File: config.mk
export PLATFORM = sky130hd
export DESIGN_NAME = reset_sequencer_flat
export DESIGN_NICKNAME = d
export VERILOG_FILES = /design/src/rtl/reset_sequencer_if.sv /design/src/rtl/reset_sequencer.sv /design/src/flat_wrapper.sv
export SDC_FILE = /design/constraint.sdc
export NUM_CORES = 1
export LEC_CHECK = 0
export ABC_AREA = 1
export ABC_CLOCK_PERIOD_IN_PS = 1600
export CAP_MARGIN = 20
export CORE_MARGIN = 5
export CORE_UTILIZATION = 53
export CTS_CLUSTER_DIAMETER = 120
export DETAILED_ROUTE_END_ITERATION = 8
export GPL_TIMING_DRIVEN = 0
export PLACE_DENSITY_LB_ADDON = 0.25
export RECOVER_POWER = 25
export SLEW_MARGIN = 10
export SYNTH_ARGS = -nofsm -noshare
export SYNTH_HDL_FRONTEND = slang
export SYNTH_SLANG_ARGS = --single-unit
File: constraint.sdc
create_clock -name clk -period 1.6 [get_ports clk]
set_clock_uncertainty 0.05 [all_clocks]
set_input_delay 0.32 -clock clk [delete_from_list [all_inputs] [get_ports clk]]
set_output_delay 0.32 -clock clk [all_outputs]
set_load 0.02 [all_outputs]
File: src/rtl/reset_sequencer_if.sv
// reset_sequencer_if: lock/restart inputs and staged reset outputs of the reset sequencer
interface reset_sequencer_if #(
    parameter int NUM_STAGES = 3
);
    logic                  lock;
    logic                  soft_req;
    logic [NUM_STAGES-1:0] rst_out;
    logic                  done;
    logic [7:0]            restarts;

    modport master (output lock, soft_req, input rst_out, done, restarts);
    modport slave  (input lock, soft_req, output rst_out, done, restarts);
endinterface

File: src/rtl/reset_sequencer.sv
// reset_sequencer: staged reset release after stable lock; RESET_SEQ_LOCKLOSS_EN makes lock loss outside HOLD restart the sequence
module reset_sequencer #(
    parameter int NUM_STAGES  = 3,
    parameter int HOLD_CYCLES = 16,
    parameter int STAGE_GAP   = 8
) (
    input logic              clk,
    input logic              rst,
    reset_sequencer_if.slave bus
);
    localparam int HW = $clog2(HOLD_CYCLES + 1);
    localparam int GW = $clog2(STAGE_GAP + 1);
    localparam int IW = $clog2(NUM_STAGES + 1);
    localparam logic [HW-1:0] HOLD_LAST = HW'(HOLD_CYCLES - 1);
    localparam logic [GW-1:0] GAP_LAST  = GW'(STAGE_GAP - 1);
    localparam logic [IW-1:0] IDX_LAST  = IW'(NUM_STAGES - 1);

    typedef enum logic [1:0] {HOLD, RELEASE, RUN} state_t;

    state_t                state, state_d;
    logic [HW-1:0]         hold_cnt, hold_d;
    logic [GW-1:0]         gap_cnt, gap_d;
    logic [IW-1:0]         idx, idx_d;
    logic [NUM_STAGES-1:0] rst_out, rst_out_d;
    logic                  done, done_d;
    logic [7:0]            restarts, restarts_d;
    logic                  restart;

`ifdef RESET_SEQ_LOCKLOSS_EN
    assign restart = bus.soft_req || (!bus.lock && state != HOLD);
`else
    assign restart = bus.soft_req;
`endif

    assign bus.rst_out  = rst_out;
    assign bus.done     = done;
    assign bus.restarts = restarts;

    // State and output registers; rst overrides everything
    always_ff @(posedge clk) begin
        if (rst) begin
            state    <= HOLD;
            hold_cnt <= '0;
            gap_cnt  <= '0;
            idx      <= '0;
            rst_out  <= '1;
            done     <= 1'b0;
            restarts <= '0;
        end else begin
            state    <= state_d;
            hold_cnt <= hold_d;
            gap_cnt  <= gap_d;
            idx      <= idx_d;
            rst_out  <= rst_out_d;
            done     <= done_d;
            restarts <= restarts_d;
        end
    end

    // Next state: restart wins, then lock qualification in HOLD, then gap-timed stage release
    always_comb begin
        state_d    = state;
        hold_d     = hold_cnt;
        gap_d      = gap_cnt;
        idx_d      = idx;
        rst_out_d  = rst_out;
        done_d     = done;
        restarts_d = restarts;
        if (restart) begin
            state_d    = HOLD;
            hold_d     = '0;
            gap_d      = '0;
            idx_d      = '0;
            rst_out_d  = '1;
            done_d     = 1'b0;
            restarts_d = (restarts == 8'hff) ? restarts : restarts + 8'd1;
        end else if (state == HOLD) begin
            hold_d = bus.lock ? hold_cnt + 1'b1 : '0;
            if (bus.lock && hold_cnt == HOLD_LAST) begin
                hold_d       = '0;
                gap_d        = '0;
                idx_d        = IW'(1);
                rst_out_d[0] = 1'b0;
                done_d       = (NUM_STAGES == 1);
                state_d      = (NUM_STAGES == 1) ? RUN : RELEASE;
            end
        end else if (state == RELEASE) begin
            gap_d = gap_cnt + 1'b1;
            if (gap_cnt == GAP_LAST) begin
                gap_d     = '0;
                idx_d     = idx + 1'b1;
                rst_out_d = rst_out & ~(NUM_STAGES'(1) << idx);
                if (idx == IDX_LAST) begin
                    done_d  = 1'b1;
                    state_d = RUN;
                end
            end
        end
    end
endmodule

File: src/flat_wrapper.sv
// flat-port wrapper written by rule: the top's interface ports become plain ports
module reset_sequencer_flat 
#(
    parameter int NUM_STAGES  = 3,
    parameter int HOLD_CYCLES = 16,
    parameter int STAGE_GAP   = 8
)
  (clk, rst, bus_lock, bus_soft_req, bus_rst_out, bus_done, bus_restarts);
  reset_sequencer_if #(.NUM_STAGES(NUM_STAGES)) bus_i ();
  input logic clk;
  input logic rst;
  input wire logic [$bits(bus_i.lock)-1:0] bus_lock;
  input wire logic [$bits(bus_i.soft_req)-1:0] bus_soft_req;
  output wire logic [$bits(bus_i.rst_out)-1:0] bus_rst_out;
  output wire logic [$bits(bus_i.done)-1:0] bus_done;
  output wire logic [$bits(bus_i.restarts)-1:0] bus_restarts;
  assign bus_i.lock = bus_lock;
  assign bus_i.soft_req = bus_soft_req;
  assign bus_rst_out = bus_i.rst_out;
  assign bus_done = bus_i.done;
  assign bus_restarts = bus_i.restarts;
  reset_sequencer #(.NUM_STAGES(NUM_STAGES), .HOLD_CYCLES(HOLD_CYCLES), .STAGE_GAP(STAGE_GAP)) u_core (.clk(clk), .rst(rst), .bus(bus_i));
endmodule
==> metrics.csv <==
metric;value;unit
peakVddDrop;0.487;mV
ant_nets;0;
slew_headroom;0.712;
nets;200;
setup_viol;0;
syn_avg_cell_area;7.04;um2
synth_cells;168;
synth_top_cell_area_share;0.406;
wl;2.50;mm
htree_levels;1;
synth.top_cells.by_area;dfxtp_1, nand2_1, ha_1;
cts_max_path_buffers;2;
synth_most_common_cell;nand2_1;
area_growth;21.9;%
cts.sinks;24;
die_area;3280;um2
grt_usage;0.164;
vias;1101;
hold_slack;0.401;ns
dr.pass1.iters;4;
fin_crit_sh;0.947;
insertion_delay;0.31;ns
synth_cell_types;20;
vias_per_cell;5.10;
grt_pass1_wl;4.37;mm
die_x;57.2;um
report.final.hold_viol_count;0;
gp_congestion;0.825;
grt_pass1_vias;1092;
ys_warn_count;0;
tns;0;ns
core;2170;um2
critPathArrivalTime;1.68;ns
max_cap_violations;0;
critPathLaunchType;register;
slew_viol_final;0;
cts_tree;done;
start_util;0.545;
drt-initial-drc-count;26;
post-place-cells;211;
power;0.980;mW
drc_errors;0;
power_density;680;nW/um2
synthFlopType;dfxtp_1;
slowest_delay;0.39;ns
cp.required;1.77;ns
p_leak;0.627;nW
grt_start_max_net_pins;14;
antenna_found_initial;0;
period_needed;1.52;ns
path_max_fanout;4;
rows;17;
clock.fmax;0.660;GHz
path_class;register to register;
clk_pin_slew;0.13;ns
crit_slowest_cell;dfxtp_4;
wl_per_cell;11.6;um
min_path_type;register to register;
fin_cells;216;
synth_area_leader_cell;dfxtp_1;
numCtsBuffers;3;
status;finished clean;
path_cells;ha_4 -> nand2_1 -> nor2_1 -> ha_2 -> nand2_1 -> inv_1 -> nand2_2 -> nand2_2 -> o21ai_0 -> nand2_1 -> nand2_1;
ys_ff_latch;24;
worstMarginPinSlew;0.431;ns
port_buffers;15;
cts_root_buffer;clkbuf_4;
synth_edf_count;0;
ys_seq_area_frac;0.406;
synth_area;1180;um2
final_layout_size_suffix_gt1_frac;0.133;
grt.overflow.total;0;
pin_count;16;
async_flop_share;0;
crit_top_cell;nand2_1;
die_h;57.2;um
hpwlAfterDp;1.88;mm
n_antenna_cell;0;
endpoint_kind;register;
synthTopCellsByCount;nand2_1, dfxtp_1, nor2_1;
synth.net_count;179;
-- per-layer routing --
| layer | routed length (um) | global-route usage |
|---|---|---|
| met1 | 1160 | 0.189 |
| met2 | 1220 | 0.281 |
| met3 | 75 | 0.0339 |
| met4 | 43 | 0.0894 |
| met5 | 0 | 0 |
-- path summary, 6_finish.rpt --
path | start | end | slack, ns | cells past startpoint
setup / recovery | u_core.hold_cnt[0] | u_core.bus.rst_out[0] | 0.08 | 11
hold / removal | u_core.bus.rst_out[0] | u_core.bus.rst_out[0] | 0.40 | 2
setup reg to reg | u_core.hold_cnt[0] | u_core.bus.rst_out[0] | 0.08 | 11
hold reg to reg | u_core.bus.rst_out[0] | u_core.bus.rst_out[0] | 0.40 | 2
-- cell families after synthesis --
kind of cell | count (synthesis) | synth area share
compound gates | 17 | 0.0772
xor+xnor | 1 | 0.00741
fa+ha+maj | 7 | 0.0741
buf+inv | 24 | 0.0825
flops | 24 | 0.406
simple gates | 95 | 0.352
-- flip-flops by register name (all words and copies together) (netlist names) --
register             count
u_core.bus.restarts      8
u_core.hold_cnt          5
u_core.gap_cnt           4
u_core.bus.rst_out       3
u_core.idx               2
u_core.bus.done          1
u_core.state             1
-- through the flow --
| stage | area (um2) | setup slack, ns | util |
|---|---|---|---|
| 6_report | 1440 | 0.0840 | 0.664 |
| 5_1_grt | 1440 | -0.0281 | 0.664 |
| 4_1_cts | 1390 | 0.00407 | 0.640 |
| 3_5_place_dp | 1370 | -0.143 | 0.630 |
| 3_3_place_gp | 1370 | -0.0442 | 0.630 |
| 2_1_floorplan | 1180 | 0.133 | - |
-- worst max-delay path: cells and delay by family, from the launching register on --
kind,cells,cell delay (ns)
DFF,1,0.39
and+or+nand+nor,7,0.52
AOI/OAI and AO/OA,1,0.09
adders and majority gates,2,0.31
buffers and inverters,1,0.06
-- where the power goes --
| part | total [mW] | internal [mW] | switching, mW |
|---|---|---|---|
| Combinational | 0.0516 | 0.0205 | 0.0311 |
| Clock | 0.319 | 0.139 | 0.180 |
| Sequential | 0.609 | 0.602 | 0.00702 |
-- cell type report --
class / count / area, um2
Fill cell: 211 / 728
Multi-Input combinational cell: 120 / 643
Sequential cell: 24 / 487
Timing Repair Buffer: 16 / 143
Inverter: 22 / 82.6
Clock buffer: 4 / 36.3
Tap cell: 28 / 35.0
Buffer: 2 / 15.0
-- repair_timing --
item	4_1_cts	5_1_grt
hold buffers	0	0
setup buffers	0	1
pin swaps	0	3
setup endpoints to repair	12	12
resized for setup	12	14
-- layout by cell type (no fill, tap or decap), drive strengths merged, types with 3 or more instances in the layout --
cell type      Yosys  routed
ha                 7       7
inv               22      22
nor3               6       6
nand2             47      47
clkdlybuf4s50      0       3
nand4              6       6
clkbuf             1       5
nand3              9       9
nor2              26      26
o21ai              3       3
dfxtp             24      24
a21oi             11      11
dlygate4sd2        0      12
No activity file was read; power rests on OpenSTA's default activity.
